$ cat config.mk
export PLATFORM = sky130hd
export DESIGN_NAME = dmem_arbiter_flat
export DESIGN_NICKNAME = d
export VERILOG_FILES = /design/src/rtl/dmem_arb_pkg.sv /design/src/rtl/dmem_arb_if.sv /design/src/rtl/dmem_arb_pick.sv /design/src/rtl/dmem_arbiter.sv /design/src/flat_wrapper.sv
export SDC_FILE = /design/constraint.sdc
export NUM_CORES = 1
export LEC_CHECK = 0
export ABC_CLOCK_PERIOD_IN_PS = 1500
export CAP_MARGIN = 5
export CORE_AREA = 2 2 105 107
export DETAILED_ROUTE_END_ITERATION = 16
export DIE_AREA = 0 0 107 109
export DONT_BUFFER_PORTS = 1
export GPL_TIMING_DRIVEN = 0
export PLACE_DENSITY = 0.56
export SLEW_MARGIN = 20
export SYNTH_ARGS = -nofsm -noshare
export SYNTH_HDL_FRONTEND = slang
export SYNTH_SLANG_ARGS = --single-unit
export TNS_END_PERCENT = 1
$ cat constraint.sdc
create_clock -name clk -period 1.5 [get_ports clk]
set_input_delay 0.075 -clock clk [delete_from_list [all_inputs] [get_ports clk]]
set_output_delay 0.075 -clock clk [all_outputs]
set_load 0.005 [all_outputs]
$ cat src/rtl/dmem_arb_pkg.sv
// Shared types for the data-memory arbiter: FSM state encoding and requester indices.
package dmem_arb_pkg;

  typedef enum logic [1:0] {
    IDLE   = 2'd0,
    ACCESS = 2'd1,
    RESP   = 2'd2
  } state_t;

  localparam logic CORE = 1'b0;
  localparam logic DBG  = 1'b1;

endpackage

$ cat src/rtl/dmem_arb_if.sv
// Bus bundle between the two requesters, the arbiter and the data memory.
// The arbiter connects through the slave modport; requesters/memory model use master.
interface dmem_arb_if #(
  parameter int WIDTH = 32
) ();

  logic             core_req;
  logic             core_we;
  logic [WIDTH-1:0] core_addr;
  logic [WIDTH-1:0] core_wdata;
  logic             core_gnt;

  logic             dbg_req;
  logic             dbg_we;
  logic [WIDTH-1:0] dbg_addr;
  logic [WIDTH-1:0] dbg_wdata;
  logic             dbg_gnt;

  logic [1:0]       rvalid;
  logic [WIDTH-1:0] rdata;

  logic             read_en;
  logic             write_en;
  logic [WIDTH-1:0] addr;
  logic [WIDTH-1:0] write_data;
  logic [WIDTH-1:0] mem_data;

  modport slave (
    input  core_req, core_we, core_addr, core_wdata,
    input  dbg_req, dbg_we, dbg_addr, dbg_wdata,
    input  mem_data,
    output core_gnt, dbg_gnt, rvalid, rdata,
    output read_en, write_en, addr, write_data
  );

  modport master (
    output core_req, core_we, core_addr, core_wdata,
    output dbg_req, dbg_we, dbg_addr, dbg_wdata,
    output mem_data,
    input  core_gnt, dbg_gnt, rvalid, rdata,
    input  read_en, write_en, addr, write_data
  );

endinterface

$ cat src/rtl/dmem_arb_pick.sv
// Two-way winner picker: round-robin on the last grant, or fixed debug priority
// when DMEM_ARB_DBG_PRIO_EN is defined.
module dmem_arb_pick
  import dmem_arb_pkg::*;
(
  input  logic [1:0] req,
  input  logic       last,
  output logic       win
);

`ifdef DMEM_ARB_DBG_PRIO_EN
  logic unused_last;
  assign unused_last = last;

  always_comb begin
    win = CORE;
    if (req[DBG]) win = DBG;
  end
`else
  always_comb begin
    win = CORE;
    if (req[CORE] && req[DBG]) win = ~last;
    else if (req[DBG])         win = DBG;
  end
`endif

endmodule

$ cat src/rtl/dmem_arbiter.sv
// Arbitrates core and debug load/store requests onto one data memory port.
// Optional build macro: DMEM_ARB_DBG_PRIO_EN (debug wins contested cycles).
module dmem_arbiter
  import dmem_arb_pkg::*;
#(
  parameter int WIDTH = 32
) (
  input  logic       clk,
  input  logic       rst,
  dmem_arb_if.slave  bus
);

  state_t           state_q, state_d;
  logic             win_q;
  logic             we_q;
  logic [WIDTH-1:0] addr_q;
  logic [WIDTH-1:0] wdata_q;
  logic             last_q;

  logic [1:0]       req_vec;
  logic             pick_win;

  logic             core_gnt_c, dbg_gnt_c;
  logic [1:0]       rvalid_c;
  logic [WIDTH-1:0] rdata_c;
  logic             read_en_c, write_en_c;
  logic [WIDTH-1:0] addr_c, write_data_c;

  assign req_vec = {bus.dbg_req, bus.core_req};

  dmem_arb_pick u_pick (
    .req  (req_vec),
    .last (last_q),
    .win  (pick_win)
  );

  // last_q resets to DBG so the core wins the first contested cycle
  always_ff @(posedge clk) begin
    if (!rst) begin
      state_q <= IDLE;
      win_q   <= CORE;
      we_q    <= 1'b0;
      addr_q  <= '0;
      wdata_q <= '0;
      last_q  <= DBG;
    end else begin
      state_q <= state_d;
      if (state_q == IDLE && |req_vec) begin
        win_q   <= pick_win;
        we_q    <= (pick_win == DBG) ? bus.dbg_we    : bus.core_we;
        addr_q  <= (pick_win == DBG) ? bus.dbg_addr  : bus.core_addr;
        wdata_q <= (pick_win == DBG) ? bus.dbg_wdata : bus.core_wdata;
      end
      if (state_q == ACCESS) last_q <= win_q;
    end
  end

  always_comb begin
    state_d      = state_q;
    core_gnt_c   = 1'b0;
    dbg_gnt_c    = 1'b0;
    rvalid_c     = 2'b00;
    rdata_c      = '0;
    read_en_c    = 1'b0;
    write_en_c   = 1'b0;
    addr_c       = '0;
    write_data_c = '0;
    case (state_q)
      IDLE: begin
        if (|req_vec) state_d = ACCESS;
      end
      ACCESS: begin
        core_gnt_c   = (win_q == CORE);
        dbg_gnt_c    = (win_q == DBG);
        read_en_c    = ~we_q;
        write_en_c   = we_q;
        addr_c       = addr_q;
        write_data_c = wdata_q;
        state_d      = we_q ? IDLE : RESP;
      end
      RESP: begin
        rvalid_c = (win_q == DBG) ? 2'b10 : 2'b01;
        rdata_c  = bus.mem_data;
        state_d  = IDLE;
      end
      default: state_d = IDLE;
    endcase
  end

  assign bus.core_gnt   = core_gnt_c;
  assign bus.dbg_gnt    = dbg_gnt_c;
  assign bus.rvalid     = rvalid_c;
  assign bus.rdata      = rdata_c;
  assign bus.read_en    = read_en_c;
  assign bus.write_en   = write_en_c;
  assign bus.addr       = addr_c;
  assign bus.write_data = write_data_c;

endmodule

$ cat src/flat_wrapper.sv
// flat-port wrapper written by rule: the top's interface ports become plain ports
module dmem_arbiter_flat import dmem_arb_pkg::*;
#(
  parameter int WIDTH = 32
)
  (clk, rst, bus_core_req, bus_core_we, bus_core_addr, bus_core_wdata, bus_dbg_req, bus_dbg_we, bus_dbg_addr, bus_dbg_wdata, bus_mem_data, bus_core_gnt, bus_dbg_gnt, bus_rvalid, bus_rdata, bus_read_en, bus_write_en, bus_addr, bus_write_data);
  dmem_arb_if #(.WIDTH(WIDTH)) bus_i ();
  input  logic clk;
  input  logic rst;
  input wire logic [$bits(bus_i.core_req)-1:0] bus_core_req;
  input wire logic [$bits(bus_i.core_we)-1:0] bus_core_we;
  input wire logic [$bits(bus_i.core_addr)-1:0] bus_core_addr;
  input wire logic [$bits(bus_i.core_wdata)-1:0] bus_core_wdata;
  input wire logic [$bits(bus_i.dbg_req)-1:0] bus_dbg_req;
  input wire logic [$bits(bus_i.dbg_we)-1:0] bus_dbg_we;
  input wire logic [$bits(bus_i.dbg_addr)-1:0] bus_dbg_addr;
  input wire logic [$bits(bus_i.dbg_wdata)-1:0] bus_dbg_wdata;
  input wire logic [$bits(bus_i.mem_data)-1:0] bus_mem_data;
  output wire logic [$bits(bus_i.core_gnt)-1:0] bus_core_gnt;
  output wire logic [$bits(bus_i.dbg_gnt)-1:0] bus_dbg_gnt;
  output wire logic [$bits(bus_i.rvalid)-1:0] bus_rvalid;
  output wire logic [$bits(bus_i.rdata)-1:0] bus_rdata;
  output wire logic [$bits(bus_i.read_en)-1:0] bus_read_en;
  output wire logic [$bits(bus_i.write_en)-1:0] bus_write_en;
  output wire logic [$bits(bus_i.addr)-1:0] bus_addr;
  output wire logic [$bits(bus_i.write_data)-1:0] bus_write_data;
  assign bus_i.core_req = bus_core_req;
  assign bus_i.core_we = bus_core_we;
  assign bus_i.core_addr = bus_core_addr;
  assign bus_i.core_wdata = bus_core_wdata;
  assign bus_i.dbg_req = bus_dbg_req;
  assign bus_i.dbg_we = bus_dbg_we;
  assign bus_i.dbg_addr = bus_dbg_addr;
  assign bus_i.dbg_wdata = bus_dbg_wdata;
  assign bus_i.mem_data = bus_mem_data;
  assign bus_core_gnt = bus_i.core_gnt;
  assign bus_dbg_gnt = bus_i.dbg_gnt;
  assign bus_rvalid = bus_i.rvalid;
  assign bus_rdata = bus_i.rdata;
  assign bus_read_en = bus_i.read_en;
  assign bus_write_en = bus_i.write_en;
  assign bus_addr = bus_i.addr;
  assign bus_write_data = bus_i.write_data;
  dmem_arbiter #(.WIDTH(WIDTH)) u_core (.clk(clk), .rst(rst), .bus(bus_i));
endmodule
==> metrics.txt, run 1 <==
status=aborted with a tool error; Fail Step=4_1_cts; Run Error=[ERROR RSZ-0060] Max buffer count reached.; Post-CTS Hold Fix Bufs=131; die width=107 µm; Detail Placement HPWL=10.4 mm; global placement routability congestion=0.776; Port Buffer Count=0; post-synth net total=665; post-synthesis cell count=499; Placement Setup Slack=-0.376 ns; Synth Area per Inst=8.16 µm²; Synth area leaders=dfxtp_1 (34%), a311oi_2 (18%), and2_1 (15%); # resized after CTS=43; Yosys top cell area share=33.9%; Root Driver=clkbuf_8; cell taking the most area after synthesis=dfxtp_1; clock buffer depth=2; num ports=268; H-Tree Depth=3; row count=38; register area share after synthesis=33.9%; clk sinks=69; mapped cell area=0.00407 mm²; Synth cell types=23; initial core utilization=38.4%; Yosys reg bits=69; CTS Buf Count=9; Syn. warnings=0; setup bufs post-CTS=0; die extent in y=109 µm
==> per-stage QoR <==
step           area, µm²  std cells
3_3_place_gp        4250        639
3_5_place_dp        4250        639
2_1_floorplan       4070        499
==> cell usage after synthesis <==
library cell and number:
buf_1 1, clkbuf_1 35, nor3_1 1, a211o_1 1, buf_6 6, a21bo_1 2
a21oi_1 66, nand2_1 130, buf_4 1, dfxtp_1 69, nor2_4 1, a311oi_2 50
a311oi_1 15, a21boi_1 1, nor2b_1 3, nand2b_1 1, nor2_1 2, and3_1 1
nand3_1 1, or2_1 1, inv_2 1, and2_1 100, buf_2 10
==> kinds of logic after synthesis <==
| kind of cell | Yosys count | share of synthesized area, % |
|---|---|---|
| AND/OR/NAND/NOR | 241 | 29.0 |
| flip-flops | 69 | 33.9 |
| buffers and inverters | 54 | 6.48 |
| AO/OA/AOI/OAI | 135 | 30.7 |
==> run 2, diff against run 1 <==
- CORE_AREA: 2 2 105 107 -> default
- CORE_MARGIN: default -> 2
- CORE_UTILIZATION: default -> 38
- DIE_AREA: 0 0 107 109 -> default
- PLACE_DENSITY: 0.56 -> default
- PLACE_DENSITY_LB_ADDON: default -> 0.15
==> run 2 against run 1 <==
Compared with the run above:
- the flow now finishes, with violations (negative setup slack)
- synthesized cell count unchanged
- area after synthesis is the same
==> metrics.txt, run 2 <==
status=complete, but fails checks (was aborted with a tool error); violated checks=negative setup slack; Max Cap Viol=0; clock buffer depth=2 (unchanged); Critical Path Source=u_core.state_q[0]; vias in the first global route=4527; drt wl/cell=19.8 µm; Placement Setup Slack=-0.469 ns (was -0.376 ns); CP cell instances=nor2b_4 > buf_12 > buf_8 > and2_4; Port Buffer Count=0 (unchanged); Max VDD drop=452 µV; most frequent cells after synthesis=nand2_1 (130), and2_1 (100), dfxtp_1 (69), a21oi_1 (66), a311oi_2 (50) (unchanged); power density over cell area=885 mW/mm²; Slew Limit Fails=0; antenna violations before repair=1; Reg2Reg Launch Point=u_core.last_q; worst min-delay path category=in -> reg; die extent in y=108 µm (was 109 µm); critical path data required time=1.42 ns; critical path class=reg -> out; area delta synth->final=49.8%; Final WS setup=-0.0317 ns; first-pass GRT wire length=23.8 mm; crit path DAT=1.46 ns; Synth Flop Type=dfxtp_1 (unchanged); First-pass DRT Iterations=4; final hold violation count=0; reg-to-reg endpoint=u_core.wdata_q[27]; Largest regs=u_core.addr_q (32), u_core.wdata_q (32), u_core.state_q (2); Yosys reg bits=69 (unchanged); Synth cell types=23 (unchanged); worst r2r path cells=4; CP Capture Type=primary output; layout cells sized above 1=24.2%; core area=0.0104 mm²; mapped cell area=0.00407 mm² (unchanged); register area share after synthesis=33.9% (unchanged); setup violators final=34; cell taking the most area after synthesis=dfxtp_1 (unchanged); top-count cell post-synth=nand2_1 (unchanged); delay of the slowest critical-path stage=0.39 ns; CTS Buf Count=9 (unchanged); commonest non-fill, non-tap cell in the layout=dlygate4sd3_1; initial core utilization=39.3% (was 38.4%); H-Tree Depth=3 (unchanged); Synth Area per Inst=8.16 µm² (unchanged); Avg Vias per Cell=5.53; post-synth net total=665 (unchanged); row count=37 (was 38); CTS tree=built; Leak=0.00239 µW; R2R setup slack=0.07 ns; CP endpoint=bus_addr[25]; Syn. warnings=0 (unchanged); clk_skew=0.00835 ns; global placement routability congestion=0.776 (about the same); initial DRC count=274; Tmin final=1.53 ns; asr flop ratio synth=0% (unchanged); worst-path fanout max=10; Synth area leaders=dfxtp_1 (34%), a311oi_2 (18%), and2_1 (15%) (unchanged); highest-delay cell along the critical path=dfxtp_4; Slew HR=51.2%; fin nets=815; post-synthesis cell count=499 (unchanged); part of the cycle the worst path needs=102%; Detail Placement HPWL=10.2 mm (was 10.4 mm); num ports=268 (unchanged); Clock Pin Slew Worst Setup and Hold Paths=0.09 ns; Remaining DRCs=0; Total Routing Usage GR=26.5%; fmax=0.653 GHz; Root Driver=clkbuf_8 (unchanged); kind of start point of the critical path=flip-flop; Yosys top cell area share=33.9% (unchanged); non-filler instance count after layout=791; post-route ant nets=0; via count=4375; grt total ovfl=0; die width=108 µm (was 107 µm); pin count of the biggest net entering global routing=13; routed wire length=15.7 mm; clk sinks=69 (unchanged); placed cell count=635 (was 639); Slew @ Worst Pin=0.732 ns; clock latency on the worst-skew pair=0.35 ns; most frequent cells in the layout=dlygate4sd3_1 (131), nand2_1 (130), a21oi_1 (66), dfxtp_1 (66), and2_1 (63); Post-synth EDFFs=0 (unchanged); setup repair after global routing missed its margin=yes; die area=0.0116 mm²
==> run 2: cell counts after synthesis <==
Identical to the previous run, type by type.
==> run 2: critical path, delay by kind of cell (launching register included) <==
kind / cells / cell delay (ns)
AND/OR/NAND/NOR: 2 / 0.39
flip-flops: 1 / 0.39
buffers and inverters: 2 / 0.31
==> run 2: cells by family (layout without fill, tap and decap cells) <==
group           Yosys count  after routing  share of synthesized area [%]
compound gates          135            135                           30.7
buf+inv                  54            209                           6.48
flops                    69             69                           33.9
other cells               0              1                              0
simple gates            241            241                           29.0
==> run 2: worst min-delay path by stage <==
stage	start	slack, ns	cells past startpoint	end
after floorplan	rst	0.22	1	u_core.state_q[0]
after global placement	rst	0.23	1	u_core.state_q[0]
after detailed placement	rst	0.23	1	u_core.state_q[0]
after CTS	bus_core_req	0.17	4	u_core.wdata_q[8]
after global routing	bus_core_req	0.11	4	u_core.wdata_q[8]
final	bus_core_req	0.12	4	u_core.wdata_q[8]
==> run 2: layer usage <==
metal / vias to the layer above / share of wire (%) / track usage, %
li1: 2029 / - / -
met1: 2102 / 37 / 28.3
met2: 210 / 53 / 48.7
met3: 34 / 6.8 / 7.93
met4: 0 / 2.8 / 10.3
met5: - / 0 / 0
==> run 2: power by group <==
group	switching [µW]	leakage, µW	internal (µW)	total (µW)
registers	129	0.000574	2050	2180
logic	858	0.00173	836	1690
clock network	755	0.0000923	766	1520
==> run 2: final cells by class <==
class,instances,area (µm²)
clock inverters,6,63.8
fillers,884,4270
multi-input cells,376,2540
plain buffers,52,388
diodes,1,2.50
inverters,1,3.75
flip-flops and latches,69,1390
repair buffers,140,1420
clock buffers,10,128
well taps,136,170
==> run 2: through the flow <==
stage	hold slack (ns)	TNS, ns	util [%]	cell area (µm²)	total power [µW]
final	0.123	-0.408	58.8	6100	5400
after global routing	0.112	-4.14	58.8	6100	5680
after CTS	0.175	-2.27	56.9	5900	5280
after detailed placement	0.231	-26.18	40.9	4240	3410
after global placement	0.229	-25.71	40.9	4240	3390
after floorplan	0.221	0	-	4070	3120
==> run 2: timing repair <==
action                                  CTS  global route
hold endpoints to repair                 66             0
hold buffers                            131             0
buffers inserted                          3             5
cloned                                    1             1
gates resized for setup                  49            72
endpoints found under the setup margin  157           155
pin swaps                                 0            17
Power figures use the tool's default switching activity.
